**config.mk**
```make
export PLATFORM = sky130hd
export DESIGN_NAME = operand_fetch_stage
export DESIGN_NICKNAME = d
export VERILOG_FILES = /design/src/rtl/operand_fetch_stage.sv
export SDC_FILE = /design/constraint.sdc
export NUM_CORES = 1
export LEC_CHECK = 0
export CORE_ASPECT_RATIO = 0.9
export CORE_MARGIN = 3
export CORE_UTILIZATION = 50
export CTS_CLUSTER_SIZE = 30
export DETAILED_ROUTE_END_ITERATION = 10
export PLACE_DENSITY = 0.77
export SKIP_LAST_GASP = 1
export SYNTH_ARGS = -nofsm -noshare
export SYNTH_HDL_FRONTEND = slang
export SYNTH_SLANG_ARGS = --single-unit
```
**constraint.sdc**
```tcl
create_clock -name Clk -period 2.3 [get_ports Clk]
set_clock_uncertainty 0.15 [all_clocks]
set_input_delay 0.46 -clock Clk [delete_from_list [all_inputs] [get_ports Clk]]
set_output_delay 0.46 -clock Clk [all_outputs]
set_load 0.03 [all_outputs]
```
**src/rtl/operand_fetch_stage.sv**
```systemverilog
// Operand-fetch stage: register file and carry flag with same-cycle writeback
// bypass, a read-after-write interlock, and a stall-holdable EX payload for the ALU.
module operand_fetch_stage #(
  parameter int W  = 8,
  parameter int AW = 3
) (
  input  logic          Clk,
  input  logic          Reset,
  input  logic          in_valid,
  output logic          in_ready,
  input  logic [AW-1:0] rs_a,
  input  logic [AW-1:0] rs_b,
  input  logic          use_imm,
  input  logic [W-1:0]  imm_in,
  input  logic [3:0]    op_in,
  input  logic [1:0]    funct_in,
  input  logic [AW-1:0] rd_in,
  input  logic          rd_we_in,
  input  logic          carry_we_in,
  input  logic          uses_carry_in,
  input  logic          stall,
  output logic          ex_valid,
  output logic [W-1:0]  InputA,
  output logic [W-1:0]  InputB,
  output logic [3:0]    OP,
  output logic [1:0]    funct,
  output logic          carry_in,
  output logic [AW-1:0] ex_rd,
  output logic          ex_rd_we,
  output logic          ex_carry_we,
  input  logic          wb_en,
  input  logic [AW-1:0] wb_rd,
  input  logic [W-1:0]  wb_data,
  input  logic          wb_carry_en,
  input  logic          wb_carry
);
  // Handshake: an instruction transfers on a rising edge where in_valid and
  // in_ready are both high; in_valid may stay high while in_ready is low.
  // The EX side has no ready: stall freezes the payload, ex_valid marks it.
  localparam int NREG = 1 << AW;

  logic [W-1:0]  regs [NREG];
  logic          c_flag;
  logic [W-1:0]  op_a;
  logic [W-1:0]  op_b;
  logic [W-1:0]  op_b_sel;
  logic          cin;
  logic          hz;
  logic          rd_we_q;
  logic          carry_we_q;
  logic [AW-1:0] h_rs_a;
  logic [AW-1:0] h_rs_b;
  logic          h_use_imm;
  logic          h_uses_carry;
  logic          refresh_a;
  logic          refresh_b;
  logic          refresh_c;

  always_comb begin
    op_a = regs[rs_a];
    if (wb_en && (wb_rd == rs_a)) op_a = wb_data;
    op_b = regs[rs_b];
    if (wb_en && (wb_rd == rs_b)) op_b = wb_data;
    op_b_sel = use_imm ? imm_in : op_b;
    cin      = wb_carry_en ? wb_carry : c_flag;
  end

  assign ex_rd_we    = ex_valid & rd_we_q;
  assign ex_carry_we = ex_valid & carry_we_q;

  assign hz = in_valid && ex_valid &&
              ((ex_rd_we && ((ex_rd == rs_a) || (!use_imm && (ex_rd == rs_b)))) ||
               (ex_carry_we && uses_carry_in));

  assign in_ready = !Reset && !stall && !hz;

  // A held entry keeps its source tags so late writebacks can still reach it.
  assign refresh_a = ex_valid && wb_en && (wb_rd == h_rs_a);
  assign refresh_b = ex_valid && wb_en && !h_use_imm && (wb_rd == h_rs_b);
  assign refresh_c = h_uses_carry && wb_carry_en;

  always_ff @(posedge Clk) begin
    if (Reset) begin
      for (int i = 0; i < NREG; i++) regs[i] <= '0;
      c_flag <= 1'b0;
    end else begin
      if (wb_en)       regs[wb_rd] <= wb_data;
      if (wb_carry_en) c_flag      <= wb_carry;
    end
  end

  always_ff @(posedge Clk) begin
    if (Reset) begin
      ex_valid     <= 1'b0;
      InputA       <= '0;
      InputB       <= '0;
      OP           <= '0;
      funct        <= '0;
      carry_in     <= 1'b0;
      ex_rd        <= '0;
      rd_we_q      <= 1'b0;
      carry_we_q   <= 1'b0;
      h_rs_a       <= '0;
      h_rs_b       <= '0;
      h_use_imm    <= 1'b0;
      h_uses_carry <= 1'b0;
    end else if (stall) begin
      if (refresh_a) InputA   <= wb_data;
      if (refresh_b) InputB   <= wb_data;
      if (refresh_c) carry_in <= wb_carry;
    end else if (hz) begin
      ex_valid <= 1'b0;
    end else begin
      ex_valid <= in_valid;
      if (in_valid) begin
        InputA       <= op_a;
        InputB       <= op_b_sel;
        OP           <= op_in;
        funct        <= funct_in;
        carry_in     <= cin;
        ex_rd        <= rd_in;
        rd_we_q      <= rd_we_in;
        carry_we_q   <= carry_we_in;
        h_rs_a       <= rs_a;
        h_rs_b       <= rs_b;
        h_use_imm    <= use_imm;
        h_uses_carry <= uses_carry_in;
      end
    end
  end
endmodule

```
# After elaboration in Yosys (flattened, before gate mapping)
# Memory sizes are Yosys's and may differ from the RTL's.
# Cells that the tools add are included.
[classes]
n_eq_ne = 10
mux = 25
bitwise_logic = 4
n_reduce_logical = 27
[ops]
columns = ["operator", "n"]
rows = [
  ["8-bit two-way mux", 12],
  ["3-bit equality test", 6],
  ["1-bit logical AND", 14],
  ["1-bit two-way mux", 12],
  ["3-bit AND reduction", 4],
  ["8-bit OR reduction", 1],
  ["2-bit by 1-bit inequality test with 1-bit output, second input constant", 3],
  ["1-bit zero test", 5],
  ["3-bit two-way mux", 1],
  ["1-bit AND", 2],
  ["1-bit logical OR", 2],
  ["2-bit inequality test, second input constant", 1],
  ["1-bit NOT", 2],
  ["2-bit nonzero test", 1],
]
[word_totals]
regBits = 38
ram_bits = 64
output_inout_bits = 30
word_cells = 81
memories = 1
[memory_table]
columns = ["memory", "depth", "word_bits", "rd", "rd_ports_with_merged_regs", "wr", "line", "rtl"]
rows = [
  ["regs", 8, 8, 2, 0, 8, "42", "logic [W-1:0] regs [NREG];"],
]

# Longest topological paths before layout
[depth]
depth_word = 8
depth_mapped = 8
ltp_nobuf = 5

# Least setup slack after synthesis
# No wires, ideal clock.
[synth_timing]
path_type = "register to output"
from = "register ex_valid"
to = "output in_ready"
arrival_time_ps = 1862
t_required_ps = 1690
setup_slack_ps = -172
path_stages_with_launch = 5
path_cell_list = "dfxtp_1 and2_1 a41oi_1 nand2_1 a211oi_1"
[synth_between]
elab_chain_len = 6
elab_cells_between_ends = 9
classes_between = "bitwise (2); reduce/logical (7)"
[synth_rtl]
columns = ["item", "line", "rtl"]
rows = [
  ["start: declaration", "22", "output logic ex_valid,"],
  ["start signal: assignment", "114", "ex_valid <= in_valid;"],
  ["1-bit AND", "68", "assign ex_rd_we = ex_valid & rd_we_q;"],
  ["named net ex_rd_we", "29", "output logic ex_rd_we,"],
  ["1-bit logical AND", "72", "((ex_rd_we && ((ex_rd == rs_a) || (!use_imm && (ex_rd == rs_b)))) ||"],
  ["1-bit logical OR", "72", ""],
  ["1-bit logical AND", "71", "assign hz = in_valid && ex_valid &&"],
  ["1-bit zero test", "75", "assign in_ready = !Reset && !stall && !hz;"],
  ["1-bit logical AND", "75", ""],
  ["end: declaration", "10", "output logic in_ready,"],
]
# The timed path passes the listed nets, and every way through them passes these cells.

# Worst setup path in the final report
[layout_timing]
from = "register ex_valid"
to = "output in_ready"
[layout_between]
elab_chain_len = 6
elab_cells_between_ends = 9
classes_between = "bitwise (2); reduce/logical (7)"
[layout_rtl]
columns = ["item", "line"]
rows = [
  ["1-bit AND, on equally long branches", "68, 69"],
  ["1-bit logical AND, on equally long branches", "72, 73"],
  ["1-bit logical OR", "72"],
  ["1-bit logical AND (*)", "71"],
  ["1-bit zero test (*)", "75"],
  ["1-bit logical AND (*)", "75"],
]
# Every way passes the cells marked *; elsewhere a longest branch is shown, timed or not.

==> results by group <==
STA
  – Final Slew Violations: 0
  – Max-slew headroom: 0.6037
  – Crit share post-route: 0.9880
  – RSZ-0062 raised after global routing: true
  – Fmax: 0.4401 GHz
  – Setup TNS: 0 ns
  – Slew @ Worst Pin: just under 0.6 ns
  – Post-layout min period: 2.272 ns
  – Final Hold Vio Count: 0
  – Final setup fails: 0

Logic synthesis
  – Synth warn: 0
  – Ys async rst share: 0
  – Syn Area/Cell: 12.58 um2
  – Area leader, netlist: edfxtp_1
  – Syn Inst Count: 434
  – Post-synth EDFFs: 64
  – Seq/Total Area, Yosys: 0.4914
  – FF+latch count, synth: 102
  – Synth Net Count: 479
  – Synthesized area: ~5500 um2
  – Ys flop type: edfxtp_1
  – Distinct cells, synth: 44
  – Synth top area cells: edfxtp_1, dfxtp_1, mux2i_1
  – Synth top area share: 0.3521

Route
  – First DRT Iteration DRCs: 436
  – DR pass1 iterations: 5
  – Via density: a little under 6
  – Final ANT Viol Nets: 0
  – DR DRC count: 0
  – Routed wire length: roughly 15000 um
  – Via Count: 4074
  – Drt wl/cell: 21.56 um

Outcome
  – Status: finished clean

Clocking
  – CTS root buffer: clkbuf_16
  – Clock net sink count: approximately 100
  – Hold-fix buffers at CTS: 0
  – CTS tree: done
  – Htree depth: 3
  – CTS clk-pin slew, worst paths: approximately 0.07 ns
  – CTS Buf Count: 9
  – Worst-skew pair later-pin latency: 0.36 ns
  – CTS max path bufs: 2

Final layout
  – Share of cells above drive strength 1: 0.2238
  – Finished Layout Cells: ~680
  – Design Area, Final: 7063 um2
  – Area Overhead vs Synth: 29.38%
  – Multi-input gate area: 2636 um2
  – Number of fillers in the final layout: 759
  – N_diodes: 0
  – Register area: 2690 um2
  – Layout Nets: 594

Power
  – Sw frac: 0.2709
  – Switching pwr: 1.191 mW
  – Internal power: 3.206 mW
  – Worst VDD drop: 411.9 uV
  – Comb pwr share: 0.179
  – Power density over the cells: between 600 and 700 nW/um2
  – Leakage power: roughly 2.7 nW
  – Clk pwr share: 0.334
  – Seq pwr share: 0.487
  – Pwr Total: 4.398 mW

Run
  – Max-cap violations: 0

Global routing
  – Largest net degree at the start of global routing: 19
  – First-pass GRT wire length: around 23000 um
  – GR Overflow Total: 0
  – Global routing met1 resource utilization: 0.3692
  – Grt met2 use: 0.3628
  – Vias in the first global route: 4148
  – Grt peak-use layer: met1
  – Tot GR Track Use: 0.2503
  – Initial antenna violation count: 0
  – M3 GR Usage: 0.05559

Floorplan
  – Die Y: approximately 110 um
  – Core ar.: 10420 um2
  – FP Rows: 35
  – Io pins: 75
  – Die area: about 12000 um2
  – Die Width: approximately 120 um
  – Effective utilization at floorplan: 0.5238

Worst hold path
  – Hold path depth: 1
  – Worst min-delay path category: flop to flop

Place
  – Gpl congestion: about 0.9
  – Placed cells: about 660
  – Dpl hpwl: 10820 um
  – Area after DPL: 6668 um2
  – Port Buffer Count: 74

Worst setup path
  – Crit path required time: 1.69 ns
  – R2R depth: 7
  – Critical path fanouts, max: 7
  – Crit path launch type: flop
  – Critical Path AT: 1.66 ns
  – CP endpoint kind: output pin
  – Critical path class: flop to output pin
## routing by layer
metal	wire [um]	part of all wire	vias to the layer above
met1	6527	0.44	1991
met5	0	0	-
met4	395	0.027	0
met3	1255	0.085	35
li1	-	-	1854
met2	6547	0.44	194
## worst paths after layout
path | start | endpoint | slack, ns
setup / recovery | ex_valid | in_ready | 0.03
hold / removal | InputA[2] | InputA[2] | 0.34
setup reg to reg | ex_valid | h_use_imm | 0.16
hold reg to reg | InputA[2] | InputA[2] | 0.34
## area by class of cell
class                      instances  share of cell area
clock buffer                       9             0.03189
inverter                           3            0.001594
multi-input combinational        295              0.3733
timing repair buffer             138              0.1816
clock inverter                     7            0.007972
tap                              129             0.02285
sequential                       102              0.3809
## through the flow
stage / hold WS (ns) / worst slack [ns] / utilization
floorplan: 0.3009 / -0.01286 / -
global placement: 0.3153 / -0.4573 / 0.6397
detailed placement: 0.3204 / -0.4822 / 0.6397
CTS: 0.3374 / 0.01280 / 0.6708
global route: 0.3681 / -0.02095 / 0.6777
finish: 0.3372 / 0.02768 / 0.6777
## what timing repair did
item | 4_1_cts | 5_1_grt
pin swaps | 5 | 7
buffers inserted | 5 | 1
setup endpoints to repair | 17 | 17
gates resized for setup | 13 | 20
## power groups by stage
stage	sequential (mW)	combinational (mW)	clock, mW
global route	2.15	0.836	1.56
floorplan	2.19	0.403	0
detailed placement	2.18	0.762	0
global placement	2.17	0.752	0
finish	2.14	0.788	1.47
CTS	2.14	0.773	1.49
## registers in the layout (all words and copies together), names as in the netlist
register      cells
h_uses_carry      1
h_rs_b            3
carry_we_q        1
c_flag            1
ex_valid          1
carry_in          1
h_use_imm         1
rd_we_q           1
h_rs_a            3
InputA            8
funct             2
regs             64
ex_rd             3
OP                4
InputB            8
## synthesized netlist by cell type (all sizes together), types with 2 or more instances
cell / n
o21ai: 7
buf: 18
nor2b: 10
or2: 2
dfxtp: 38
mux2: 8
a41oi: 3
nand2b: 2
a22o: 16
a2111oi: 8
edfxtp: 64
clkbuf: 16
nor3: 19
and3: 2
nor2: 40
xnor2: 9
xor2: 9
inv: 3
mux4: 24
nand2: 3
mux2i: 45
a221oi: 8
nor4: 2
and2: 67
## kinds of logic (layout without fill, tap and decap cells)
family | Yosys count | after routing | share of synthesized area
multiplexers | 77 | 77 | 0.2049
flip-flops | 102 | 102 | 0.4914
AND/OR/NAND/NOR | 154 | 154 | 0.1598
AO/OA/AOI/OAI | 46 | 46 | 0.07472
buffers and inverters | 37 | 157 | 0.04034
XOR/XNOR | 18 | 18 | 0.02888
## placed cells by master (no fill, tap or decap), types with 9 or more instances in the layout
master / Yosys / routed
a22o_1: 16 / 16
clkdlybuf4s50_1: 0 / 63
mux4_1: 10 / 10
nor2b_1: 10 / 10
nor3_1: 17 / 17
dfxtp_1: 38 / 34
clkbuf_16: 0 / 9
mux4_2: 14 / 14
and2_1: 67 / 66
mux2i_1: 45 / 45
nor2_1: 40 / 40
edfxtp_1: 64 / 64
buf_4: 6 / 59
## worst max-delay path: stages (launching register included)
cell and delay, ns:
dfxtp_4 0.37, and2_4 0.16, a41oi_4 0.23, nand2_1 0.09, a211oi_2 0.25, buf_4 0.20
No activity file was read; power rests on OpenSTA's default activity.
